## config.mk

```make
export PLATFORM = sky130hd
export DESIGN_NAME = plant_pulse_gen
export DESIGN_NICKNAME = d
export VERILOG_FILES = /design/src/rtl/robot_plant_pkg.sv /design/src/rtl/plant_pulse_gen.sv
export SDC_FILE = /design/constraint.sdc
export NUM_CORES = 1
export LEC_CHECK = 0
export ABC_AREA = 1
export BUFFER_PORTS_ARGS = -buffer_cell sky130_fd_sc_hd__buf_2
export CAP_MARGIN = 10
export CORE_AREA = 2 2 39 41
export CTS_CLUSTER_SIZE = 12
export DETAILED_ROUTE_END_ITERATION = 8
export DIE_AREA = 0 0 41 43
export HOLD_SLACK_MARGIN = 0.03
export PLACE_DENSITY_LB_ADDON = 0.05
export SKIP_LAST_GASP = 1
export SLEW_MARGIN = 20
export SYNTH_ARGS = -nofsm -noshare
export SYNTH_HDL_FRONTEND = slang
export SYNTH_SLANG_ARGS = --single-unit
```

## constraint.sdc

```tcl
create_clock -name clk -period 1.64 [get_ports clk]
set_input_delay 0.328 -clock clk [delete_from_list [all_inputs] [get_ports clk]]
set_output_delay 0.328 -clock clk [all_outputs]
set_load 0.005 [all_outputs]
```

## src/rtl/robot_plant_pkg.sv

```systemverilog
// robot_plant_pkg: shared definitions for the robot cell plant model.
// Holds the controller command bit positions (yk lives at index k-1)
// and the state encoding used by the sensor pulse generators.
package robot_plant_pkg;

  localparam int CMD_MOVE   = 33;
  localparam int CMD_CLAMP  = 11;
  localparam int CMD_GRIP   = 27;
  localparam int CMD_LOAD   = 12;
  localparam int CMD_UNLOAD = 1;
  localparam int CMD_COUNT  = 6;

  typedef enum logic [1:0] {
    PS_IDLE  = 2'd0,
    PS_DELAY = 2'd1,
    PS_HOLD  = 2'd2
  } pulse_state_t;

endpackage

```

## src/rtl/plant_pulse_gen.sv

```systemverilog
// plant_pulse_gen: delayed fixed-width sensor pulse.
// A trigger seen in IDLE waits DLY edges, then holds pulse high for HOLD edges.
// Triggers arriving while the generator is busy are ignored; busy lets the
// parent flag them. HOLD=0 behaves as HOLD=1, DLY=0 behaves as DLY=1.
module plant_pulse_gen
  import robot_plant_pkg::*;
#(
  parameter int DLY   = 3,
  parameter int HOLD  = 2,
  parameter int TMR_W = 8
) (
  input  logic clk,
  input  logic rst,
  input  logic trig,
  output logic busy,
  output logic pulse
);

  localparam logic [TMR_W-1:0] DLY_V  = TMR_W'(DLY);
  localparam logic [TMR_W-1:0] HOLD_V = TMR_W'((HOLD == 0) ? 1 : HOLD);
  localparam logic [TMR_W-1:0] ONE    = TMR_W'(1);

  pulse_state_t     state;
  logic [TMR_W-1:0] cnt;

  // Pulse FSM: count down the delay, raise pulse, count down the hold, drop pulse.
  always_ff @(posedge clk) begin
    if (rst) begin
      state <= PS_IDLE;
      cnt   <= '0;
      pulse <= 1'b0;
    end else begin
      case (state)
        PS_IDLE: begin
          if (trig) begin
            state <= PS_DELAY;
            cnt   <= DLY_V;
          end
        end
        PS_DELAY: begin
          if (cnt <= ONE) begin
            state <= PS_HOLD;
            pulse <= 1'b1;
            cnt   <= HOLD_V;
          end else begin
            cnt <= cnt - ONE;
          end
        end
        PS_HOLD: begin
          if (cnt <= ONE) begin
            state <= PS_IDLE;
            pulse <= 1'b0;
            cnt   <= '0;
          end else begin
            cnt <= cnt - ONE;
          end
        end
        default: begin
          state <= PS_IDLE;
          pulse <= 1'b0;
          cnt   <= '0;
        end
      endcase
    end
  end

  assign busy = (state != PS_IDLE);

endmodule

```

======== Yosys cells after proc, flatten, opt, wreduce, memory -nomap -nowiden ========
Index checks and enable logic that the tools add are counted.
word-level totals
  bits in registers ....................... 11
  input bits .............................. 3
operators by class
  add/sub/neg operators ................... 1
  magnitude comparators ................... 1
  equal/unequal tests ..................... 5
  multiplexer cells ....................... 11
  bitwise gates (word level) .............. 1
  reductions and logical operators ........ 4
operators by type and width
  kind                                                             number
  2-to-1 mux 8 bit                                                 3
  case mux 8 bit (3 select lines)                                  1
  less-or-equal comparator 8 x 1 -> 1 bit (second input constant)  1
  subtractor 8 x 1 -> 8 bit (second input constant)                1
  2-to-1 mux 2 bit                                                 3
  != test 2 bit (second input constant)                            3
  case mux 2 bit (3 select lines)                                  1
  AND reduction 3 bit                                              2
  case mux 1 bit (3 select lines)                                  1
  equality test 2 x 1 -> 1 bit (second input constant)             1
  equality test 2 bit (second input constant)                      1
  logical NOT 2 bit                                                1
  2-to-1 mux 1 bit                                                 2
  nonzero test 2 bit                                               1
  inverter 1 bit                                                   1

======== Logic depth before layout (Yosys ltp) ========
  depth after elaboration ................. 3
  mapped depth ............................ 10
  mapped depth without buffers ............ 10

======== Least setup slack after synthesis ========
No wires, ideal clock.
  path kind ............................... flip-flop to flip-flop
  start ................................... register cnt[0]
  end ..................................... register cnt[5]
  setup time .............................. 0.114 ns
  arrival ................................. 1.099 ns
  required time ........................... 1.526 ns
  setup slack ............................. 0.426 ns
  cell stages (with the launch flop) ...... 10
  path buffers ............................ 0
  period minus slack after synthesis ...... 1.214 ns
  cells stage by stage .................... dfxtp_1 > inv_1 > ha_1 > nor2_1 > nor2_1 > nand2_2 > o21ai_2 > nand2_2 > nand2_2 > nor2_1
on the way
  longest elaborated chain between the ends .. 3
ends and longest elaborated chain
  item                                                                                  line                                          text
  from (decl)                                                                           plant_pulse_gen.sv:24                         logic [TMR_W-1:0] cnt;
  from (signal assigned)                                                                plant_pulse_gen.sv:46                         cnt <= cnt - ONE;
  from (signal assigned)                                                                plant_pulse_gen.sv:55                         cnt <= cnt - ONE;
  subtractor 8 x 1 -> 8 bit or less-or-equal comparator 8 x 1 -> 1 bit (tied branches)  --
  2-to-1 mux 8 bit, on equally long branches                                            plant_pulse_gen.sv:50, plant_pulse_gen.sv:41
  case mux 8 bit (3 select lines) (*)                                                   plant_pulse_gen.sv:33                         case (state)
Mark *: on every way between the ends. The rest lies on a longest branch, timed or not.
A chain may end at the register's enable or synchronous reset.

======== Worst setup path in the final report ========
  start ................................... register state[1]
  end ..................................... output port busy
on the way
  longest elaborated chain between the ends .. 1
ends and longest elaborated chain
  item                    line                   text
  from (decl)             plant_pulse_gen.sv:23  pulse_state_t state;
  from (signal assigned)  plant_pulse_gen.sv:29  state <= PS_IDLE;
  from (signal assigned)  plant_pulse_gen.sv:36  state <= PS_DELAY;
  from (signal assigned)  plant_pulse_gen.sv:42  state <= PS_HOLD;
  nonzero test 2 bit      plant_pulse_gen.sv:67  assign busy = (state != PS_IDLE);
  to (decl)               plant_pulse_gen.sv:15  output logic busy,
No other way between the ends.

==> results list <==
- The initial antenna violation count was 0.
* Highest metal layer used by the detailed router: met4
* LEAKAGE: 0.373 nW
- Timing would allow up to 722 MHz.
- The number of global-route vias before repair is 572.
- Worst hold path class: in2reg
* Post-route cell area: 741 um^2
* Floorplan die width: 41 um
- TritonCTS built the clock tree.
* Number of distinct standard cells referenced by the synthesized netlist: 17
- In this run the remaining antenna-violating nets after routing total 0.
- The clock reaches the later pin of the worst-skew pair after 0.27 ns.
- Final hold slack: 0.297 ns
- The floorplan step defined a die boundary enclosing 1760 um^2.
- Of the synthesized area, sequential elements account for 32.7%.
- Crit share post-route: 84.5%
* Final #Nets: 119
* Number of design rule violations left after detail routing: 0
* Highest ir drop seen on vdd: 0.655 mV
- Count of buffers inserted at the top-level ports: 4
- Critical path endpoint category: primary output
- Routed length on met1: 583 um
- 0 antenna diodes ended up in the layout.
- Across the run, the number of max-cap violations was 0.
- Finished Layout Cells: 129
- Unrepaired setup endpoints after global routing: false
- Result of the run: finished clean
* Data arrival at the endpoint of the critical path: 1.06 ns
- Length of routed met3 wiring: 40 um
* TritonCTS buffer count: 3
- Number of top-level pins: 5
- Worst Path Class, Setup: reg2out
- Vias per Instance: 4.76
- Clock tree synthesis found a total of 11 sinks.
* Synth Warn #: 0
* Total wire length: 1280 um
- Post-Place Cells: 125
- Register share of total power: 31.9%
* All-Layer GR Usage: 19.0%
- Summing every instance area after synthesis gives 674 um^2.
* Syn_area_per_cell: 6.42 um^2
- Layout fillers: 148
- STA puts the critical path data required time at 1.31 ns.
- For the pin with the worst max-slew slack, the measured transition is 0.221 ns.
- Net switching power: 0.551 mW
* Final estimated routing congestion in global placement: 0.762
* Clock tree buffer depth: 2
- Pin count of the biggest net entering global routing: 9
* Largest fanout on the critical path: 5
- CTS root buf: sky130_fd_sc_hd__clkbuf_4
- Number of buffers inserted to repair setup after CTS: 0
- Register bit total from synthesis: 11
- Synthesis produced a netlist whose cell count is 105.
* Main area contributors after synthesis: sky130_fd_sc_hd__dfxtp_1 33%, sky130_fd_sc_hd__nand2_1 15%, sky130_fd_sc_hd__inv_1 9.5%
- Number of levels the H-tree was split into: 1
* Number of endpoints with negative hold slack in the final report: 0
* Initial detailed-routing violation count: 9
- Synth top area share: 32.7%
- The total overflow left after global routing is 0.
- Power density of the placed cells: 1630 nW/um^2
- Proportion of power drawn by combinational gates: 52.9%
- After clock tree synthesis, the clock-pin slew on the worst setup and hold paths is 0.07 ns.
* Switching Share: 45.7%
- In this run the standard cell core region covers 1380 um^2.
* Setup violations, final: 0
- The die is 43 um tall.
- For the final routed database, the setup TNS stands at 0 ns.
- The clock period could shrink to 1.39 ns.
* Number of placement rows: 14
- Fraction of layout cells with a size suffix above 1: 18.6%
- Global-route wire length before repair: 2210 um
- Summing all placed instances gives a cell area of 714 um^2.
- Internal portion of total power: 0.655 mW
- Detailed-routing iteration count for the pre-antenna-repair pass: 4
- The HPWL after detailed placement is 1040 um.
- The initial utilization of the core area, before any placement, comes to 48.7%.
* Slew HR: 85.2%
- The number of max-slew violations in the final report is 0.
- # hold bufs at CTS: 0
* Syn_nets: 110
* Area growth from synthesis to layout: 9.83%
* Via Count: 614
* Clock Skews: 0.00291 ns
- Largest area contributor in the synthesized netlist: sky130_fd_sc_hd__dfxtp_1
- Part of the total power dissipated in the clock network: 15.2%
* Detailed route wirelength on metal2: 616 um
* Startpoint types: register
- Average wire length per cell after detail routing: 9.88 um
* Gates resized, CTS repair: 0
==> cells in the final DEF (no fill, tap or decap), types with 2 or more instances in the layout <==
cell,Yosys,layout
sky130_fd_sc_hd__buf_2,0,4
sky130_fd_sc_hd__dfxtp_1,11,11
sky130_fd_sc_hd__clkbuf_4,0,3
sky130_fd_sc_hd__nor2_4,2,2
sky130_fd_sc_hd__nand2_4,2,2
sky130_fd_sc_hd__nand2_2,3,3
sky130_fd_sc_hd__inv_1,17,17
sky130_fd_sc_hd__inv_2,2,2
sky130_fd_sc_hd__nor2_2,3,3
sky130_fd_sc_hd__nor2_1,15,15
sky130_fd_sc_hd__nand2_1,27,27
sky130_fd_sc_hd__nand3_1,9,9
sky130_fd_sc_hd__ha_1,2,2
sky130_fd_sc_hd__a21oi_1,7,7
==> final timing paths <==
path | startpoint | end | slack, ns | cells past startpoint
setup reg to reg | cnt[0]$_SDFFE_PP0N_ | cnt[5]$_SDFFE_PP0N_ | 0.29 | 9
setup / recovery | state[1]$_SDFFE_PP0P_ | busy | 0.25 | 3
hold reg to reg | pulse$_SDFFE_PP0P_ | pulse$_SDFFE_PP0P_ | 0.46 | 2
hold / removal | rst | cnt[1]$_SDFFE_PP0N_ | 0.30 | 2
==> cells by family (layout without fill, tap and decap cells) <==
| logic type | count (synthesis) | in the layout | share of synthesized area [%] |
|---|---|---|---|
| XOR/XNOR | 1 | 1 | 1.30 |
| adder cells (fa/ha/maj) | 2 | 2 | 3.71 |
| AO/OA/AOI/OAI | 10 | 10 | 8.53 |
| buffers and inverters | 19 | 27 | 10.6 |
| AND/OR/NAND/NOR | 62 | 62 | 43.2 |
| flip-flops | 11 | 11 | 32.7 |
==> power groups by stage <==
stage	registers [mW]	clock network (mW)	logic [mW]
detailed placement	0.392	0	0.639
global placement	0.390	0	0.644
global route	0.394	0.201	0.732
finish	0.385	0.184	0.638
floorplan	0.382	0	0.527
CTS	0.386	0.187	0.650
==> layer usage <==
metal / up-vias / GRT usage (%)
li1: 337 / -
met4: 0 / 12.0
met1: 261 / 22.2
met5: - / 0
met2: 11 / 30.0
met3: 5 / 3.14
==> metrics by stage <==
step                      total power, mW  worst slack (ns)  util, %
after floorplan                     0.908             0.426        -
after global placement               1.03             0.342     51.6
after detailed placement             1.03             0.296     51.6
after CTS                            1.22             0.245     53.5
after global routing                 1.33             0.154     53.5
final                                1.21             0.255     53.5
==> cell usage after synthesis (all sizes together) <==
library cell	count
o21ai	2
inv	19
nand2	32
nand3	9
nor2	20
dfxtp	11
ha	2
xor2	1
a21oi	8
nand4	1
==> area by class of cell <==
class / instances / area, um^2 / area share [%]
Inverter: 19 / 71.3 / 9.63
Timing Repair Buffer: 4 / 20.0 / 2.70
Clock buffer: 4 / 26.3 / 3.55
Sequential cell: 11 / 220 / 29.7
Tap cell: 16 / 20.0 / 2.70
Multi-Input combinational cell: 75 / 383 / 51.7
==> worst max-delay path, cell delays in order (launching register included) <==
cell                      delay, ns
sky130_fd_sc_hd__dfxtp_1       0.37
sky130_fd_sc_hd__nor2_4        0.18
sky130_fd_sc_hd__inv_1         0.11
sky130_fd_sc_hd__buf_2         0.14
==> registers in the layout, indices dropped and copies added (netlist names) <==
| signal | flops |
|---|---|
| cnt | 8 |
| pulse | 1 |
| state | 2 |
Power figures use the tool's default switching activity.
